$ cat src/rtl/prog_loader.sv
// Program loader: fills a 16x8 instruction store from a byte stream,
// optionally verifies a trailing checksum, then releases the CPU from reset.
// The CPU fetches combinationally through PC -> {A, D}.
module prog_loader #(
  parameter int CHK_EN = 1
) (
  input  logic       CLK,
  input  logic       RST,
  input  logic       start,
  input  logic       in_valid,
  input  logic [7:0] in_data,
  output logic       in_ready,
  input  logic [3:0] PC,
  output logic [3:0] A,
  output logic [3:0] D,
  output logic       cpu_rst,
  output logic       busy,
  output logic       done,
  output logic       err
);

  typedef enum logic [2:0] {
    IDLE = 3'd0,
    LOAD = 3'd1,
    CHK  = 3'd2,
    RUN  = 3'd3,
    ERR  = 3'd4
  } state_t;

  state_t      state;
  state_t      state_nxt;
  logic [3:0]  addr;
  logic [7:0]  sum;
  logic [7:0]  mem [16];
  logic        xfer;
  logic        load_go;
  logic [7:0]  sum_chk;

  // A byte moves only when both sides agree; in_ready is state-decoded.
  assign xfer    = in_valid & in_ready;
  // A new load may only be requested from a quiescent state.
  assign load_go = start & ((state == IDLE) | (state == RUN) | (state == ERR));
  assign sum_chk = sum + in_data;

  // State register
  always_ff @(posedge CLK or negedge RST) begin
    if (!RST) state <= IDLE;
    else      state <= state_nxt;
  end

  // Next-state decode
  always_comb begin
    state_nxt = state;
    case (state)
      IDLE, RUN, ERR: begin
        if (start) state_nxt = LOAD;
      end
      LOAD: begin
        if (xfer && (addr == 4'd15)) state_nxt = (CHK_EN != 0) ? CHK : RUN;
      end
      CHK: begin
        if (xfer) state_nxt = (sum_chk == 8'h00) ? RUN : ERR;
      end
      default: state_nxt = IDLE;
    endcase
  end

  // Write address and running checksum; addr wraps naturally after word 15
  always_ff @(posedge CLK or negedge RST) begin
    if (!RST) begin
      addr <= 4'd0;
      sum  <= 8'h00;
    end else if (load_go) begin
      addr <= 4'd0;
      sum  <= 8'h00;
    end else if ((state == LOAD) && xfer) begin
      addr <= addr + 4'd1;
      sum  <= sum + in_data;
    end
  end

  // Instruction store: cleared by reset, written only during LOAD
  always_ff @(posedge CLK or negedge RST) begin
    if (!RST) begin
      for (int i = 0; i < 16; i++) mem[i] <= 8'h00;
    end else if ((state == LOAD) && xfer) begin
      mem[addr] <= in_data;
    end
  end

  // Fetch port is combinational in every state
  assign A = mem[PC][7:4];
  assign D = mem[PC][3:0];

  // Status outputs are pure state decodes
  assign in_ready = (state == LOAD) | (state == CHK);
  assign busy     = (state == LOAD) | (state == CHK);
  assign cpu_rst  = (state == RUN);
  assign done     = (state == RUN);
  assign err      = (state == ERR);

endmodule
$ cat config.mk
export PLATFORM = sky130hd
export DESIGN_NAME = prog_loader
export DESIGN_NICKNAME = d
export VERILOG_FILES = /design/src/rtl/prog_loader.sv
export SDC_FILE = /design/constraint.sdc
export NUM_CORES = 1
export LEC_CHECK = 0
export ABC_AREA = 1
export ABC_CLOCK_PERIOD_IN_PS = 2200
export BUFFER_PORTS_ARGS = -buffer_cell sky130_fd_sc_hd__buf_2
export CAP_MARGIN = 20
export CORE_ASPECT_RATIO = 1.1
export CORE_UTILIZATION = 40
export DETAILED_ROUTE_END_ITERATION = 6
export PLACE_DENSITY_LB_ADDON = 0.12
export REMOVE_ABC_BUFFERS = 1
export SYNTH_ARGS = -nofsm -noshare
export SYNTH_HDL_FRONTEND = slang
export SYNTH_SLANG_ARGS = --single-unit
$ cat constraint.sdc
create_clock -name CLK -period 2.2 [get_ports CLK]
set_clock_uncertainty 0.1 [all_clocks]
set_input_delay 0.44 -clock CLK [delete_from_list [all_inputs] [get_ports CLK]]
set_output_delay 0.44 -clock CLK [all_outputs]
set_load 0.01 [all_outputs]
==> results <==
- The flow ran to the end, and the final reports show no timing, DRC or antenna violations.
- Wire segments on met3 add up to around 530 um in the final route.
- Of all flip-flops after synthesis, the portion carrying an async set or reset was 100%.
- The area taken by multi-input logic gates is 0.00300 sq mm.
- In this run the mean area of a mapped cell was about 8.8 sq um.
- Sorting the synthesized cells by area gives the leading types as sky130_fd_sc_hd__dfrtp_1, sky130_fd_sc_hd__nand2_1, sky130_fd_sc_hd__o21ai_0, sky130_fd_sc_hd__o21ai_1, sky130_fd_sc_hd__mux2i_1.
- From left edge to right edge, the die measures 129 um.
- The first detailed-routing pass took 5 iterations.
- The critical path goes through inv_2 -> a21oi_2 -> o21ai_1 -> o21ai_1 -> o211ai_1 -> nand2_1 -> buf_2.
- The final layout contains 866 nets.
- The time the final worst path needs with I/O delays and setup is ~2200 ps.
- The routed wire length is 18.1 mm.
- 0 antenna diodes ended up in the layout.
- The worst-case IR drop observed on VDD is 0.748 mV.
- Setup violations remaining at the end of the flow were counted as 0.
- The number of antenna violations at the first check in global routing is 0.
- For this design the ratio of total power to cell area is about 980 mW/mm^2.
- Of the cells placed in the final design, the portion with a size suffix greater than 1 is 14.3%.
- The average wire per standard cell is 16.7 um.
- The wire length of the first global-routing pass is slightly below 30 mm.
- Yosys printed 0 warnings.
- The area of all sequential standard cells is roughly 0.0036 sq mm.
- The pin count of the biggest net entering global routing is 46.
- After detailed routing, no signal wire sits above met4.
- At the later pin of the worst-skew pair, clock insertion delay measures 430 ps.
- The synthesized design contains 0 enable-type register cells.
- The path class of the tightest hold or removal check is in2reg.
- The floorplan step defined a die boundary enclosing 0.0183 sq mm.
- Counting the buffers created by CTS gives 17.
- From synthesis to final layout, the design area changed by 15.2%.
- On the worst path, the slowest cell contributes a delay of roughly 390 ps.
- The analysis attributes to cell leakage a power of 3.87 nW.
- The root buffer cell is sky130_fd_sc_hd__clkbuf_16.
- The filler cell count is 1662.
- The met1 routed wirelength after detailed routing is 8.79 mm.
- The cell family contributing the most delay on the critical path is compound AO/OA/AOI/OAI gates.
- The number of buffers between clock root and the deepest sink is 2.
- At the end of routability-driven placement, the weighted congestion stood at approximately 0.86.
- The via count of the first global-routing pass is 5427.
- The core occupancy in the finished layout is 47.7%.
- Leaving out fill and tap cells, the most frequent cells in the layout are sky130_fd_sc_hd__nand2_1, sky130_fd_sc_hd__dfrtp_1, sky130_fd_sc_hd__o21ai_1, sky130_fd_sc_hd__o21ai_0, sky130_fd_sc_hd__inv_1.
- On the final layout, the worst hold slack is 283 ps.
- The clock sink count is around 140.
- By startpoint and endpoint, the worst setup path is classified as reg2out.
- The slew at the pin closest to its max-slew limit is ~700 ps.
- TritonCTS built the clock tree.
- The clock transition at the registers of the reported paths is 60 ps.
- The total buffers and inverters traversed by the critical path is 2.
- In the routed layout, each cell is associated on average with a via count of 5.14.
- Summed over all failing endpoints, the final setup total negative slack is 0 ps.
- The starting utilization of the core area is 41.4%.
- The critical path's most frequent cell is sky130_fd_sc_hd__o21ai_1.
- The die boundary height is 142 um.
- The leading register cell type out of synthesis is sky130_fd_sc_hd__dfrtp_1.
- Detailed routing inserted a total of 5563 vias.
- The area inside the core boundary is 0.0172 sq mm.
- The worst setup path is launched from a flop.
- The final number of hold-violating endpoints is 0.
- The area share of the largest cell type after synthesis is 50.3%.
- The DRC violation count after routing is 0.
- Synthesis produced a netlist whose cell count is 811.
- Counting tap cells, the placed design contains a total of 1047 instances.
- The worst setup path is captured at a primary output.
- The post-route total power is slightly above 8 mW.
- The overall fraction of global-route tracks in use is 21.4%.
- In this run, distinct cell masters in the synthesized netlist total 31.
- The largest area contributor in the synthesized netlist is sky130_fd_sc_hd__dfrtp_1.
- Across the run, the number of max-cap violations was 0.
- The length of routed met2 wiring is 8.41 mm.
- The DRC marker count from the first detailed-route iteration is 461.
- The maximum fanout encountered on the critical timing path is 2.
- Setup repair after global routing could not meet its margin everywhere.
- The wire-length estimate of the detail-placed layout is 11.9 mm.
- The commonest non-fill, non-tap cell in the layout is sky130_fd_sc_hd__nand2_1.
- 29 I/O pins were placed.
- The total number of placement rows is 50.
- For this run, the register share of the synthesized area comes to 50.3%.
- The aggregate global routing overflow is 0.
- The highest clock frequency the design can meet is 455 MHz.
- The worst-case headroom to the max-slew limit is 54.6%.
- The flip-flop and latch count after synthesis is 143.
- Of the available clock period, the critical path in the final layout requires 99.8%.
- The count of final max-slew check failures was 0.
- After synthesis the cells add up to roughly 0.0071 sq mm.
- The standard cell with the maximum stage delay on the critical path is sky130_fd_sc_hd__dfrtp_1.
- Leaving out filler cells and counting taps, the final layout contains 1083.
- Data on the critical path arrives at its endpoint at between 1500 and 2000 ps.
- The count of buffers added on input and output ports is 28.
- The data required time at the worst endpoint is 1660 ps.
- The clock tree synthesis step divided the H-tree into 4 levels.
- Once detail routing completed, the nets flagged for antenna violations numbered 0.
==> path summary, 6_finish.rpt <==
| path | cells past startpoint | endpoint | slack, ps | startpoint |
|---|---|---|---|---|
| setup / recovery | 7 | D[0] | 4 | mem[112] |
| hold / removal | 4 | addr[2] | 280 | start |
| setup reg to reg | 11 | state[1] | 210 | sum[0] |
| hold reg to reg | 2 | mem[90] | 380 | mem[90] |
| max in group asynchronous | 3 | mem[80] | 940 | RST |
| min in group asynchronous | 2 | sum[3] | 410 | RST |
==> flip-flops by register name (all words and copies together), names as in the netlist <==
| register | count |
|---|---|
| mem | 128 |
| sum | 8 |
| addr | 4 |
| state | 3 |
==> cell type report <==
class                   instances  area share (%)
clock buffers                  25            6.28
clock inverters                 5           0.946
inverters                      75            3.43
multi-input cells             543            36.5
flip-flops and latches        143            43.6
well taps                     234            3.57
repair buffers                 58            5.60
==> per-layer routing <==
| metal | GRT usage (%) | vias up |
|---|---|---|
| met4 | 8.36 | 0 |
| met5 | 0 | - |
| met3 | 4.34 | 22 |
| met1 | 28.7 | 2673 |
| li1 | - | 2770 |
| met2 | 33.7 | 98 |
==> cells in the mapped netlist, types with 3 or more instances <==
| library cell | instances |
|---|---|
| sky130_fd_sc_hd__o21ai_0 | 95 |
| sky130_fd_sc_hd__nand3_4 | 4 |
| sky130_fd_sc_hd__ha_1 | 11 |
| sky130_fd_sc_hd__nand3_1 | 25 |
| sky130_fd_sc_hd__nand2_1 | 182 |
| sky130_fd_sc_hd__buf_6 | 9 |
| sky130_fd_sc_hd__a22o_1 | 4 |
| sky130_fd_sc_hd__nor2_1 | 14 |
| sky130_fd_sc_hd__a21oi_1 | 38 |
| sky130_fd_sc_hd__buf_4 | 5 |
| sky130_fd_sc_hd__nand2_2 | 4 |
| sky130_fd_sc_hd__mux2i_1 | 32 |
| sky130_fd_sc_hd__nor2_2 | 3 |
| sky130_fd_sc_hd__buf_2 | 9 |
| sky130_fd_sc_hd__inv_2 | 4 |
| sky130_fd_sc_hd__inv_1 | 70 |
| sky130_fd_sc_hd__o211ai_1 | 32 |
| sky130_fd_sc_hd__nand3_2 | 5 |
| sky130_fd_sc_hd__dfrtp_1 | 143 |
| sky130_fd_sc_hd__o21ai_1 | 82 |
| sky130_fd_sc_hd__clkbuf_1 | 26 |
| sky130_fd_sc_hd__nand2_4 | 3 |
==> tightest hold or removal path, cell delays in order <==
cell and delay, ps:
sky130_fd_sc_hd__buf_2 110, sky130_fd_sc_hd__inv_1 40, sky130_fd_sc_hd__nor2_1 60, sky130_fd_sc_hd__a21oi_1 120
==> power by group <==
group	switching (mW)	total [mW]	internal, mW
registers	0.230	3.24	3.01
logic	1.21	1.90	0.694
clock network	1.08	2.91	1.83
total	2.52	8.06	5.54
==> through the flow <==
stage	worst slack, ps	area [sq um]
after global placement	-44.3	7510
after global routing	-94.5	8200
after CTS	-30.4	8110
after floorplan	247	6830
final	3.88	8200
after detailed placement	-43.7	7510
==> cells by family after synthesis <==
| group | synth area share (%) |
|---|---|
| DFF | 50.3 |
| buffers and inverters | 7.96 |
| xor gates and xnor gates | 0.246 |
| AOI/OAI and AO/OA | 19.1 |
| muxes | 4.50 |
| adders and majority gates | 2.21 |
| and+or+nand+nor | 15.7 |
==> timing repair <==
item                       in CTS  in global routing
resized for setup               3                 25
gates cloned                    0                  1
hold buffers                    1                  0
pin swaps                       3                 19
hold endpoints to repair       42                  0
buffers inserted                0                  4
setup endpoints to repair       4                 11
Power figures use the tool's default switching activity.
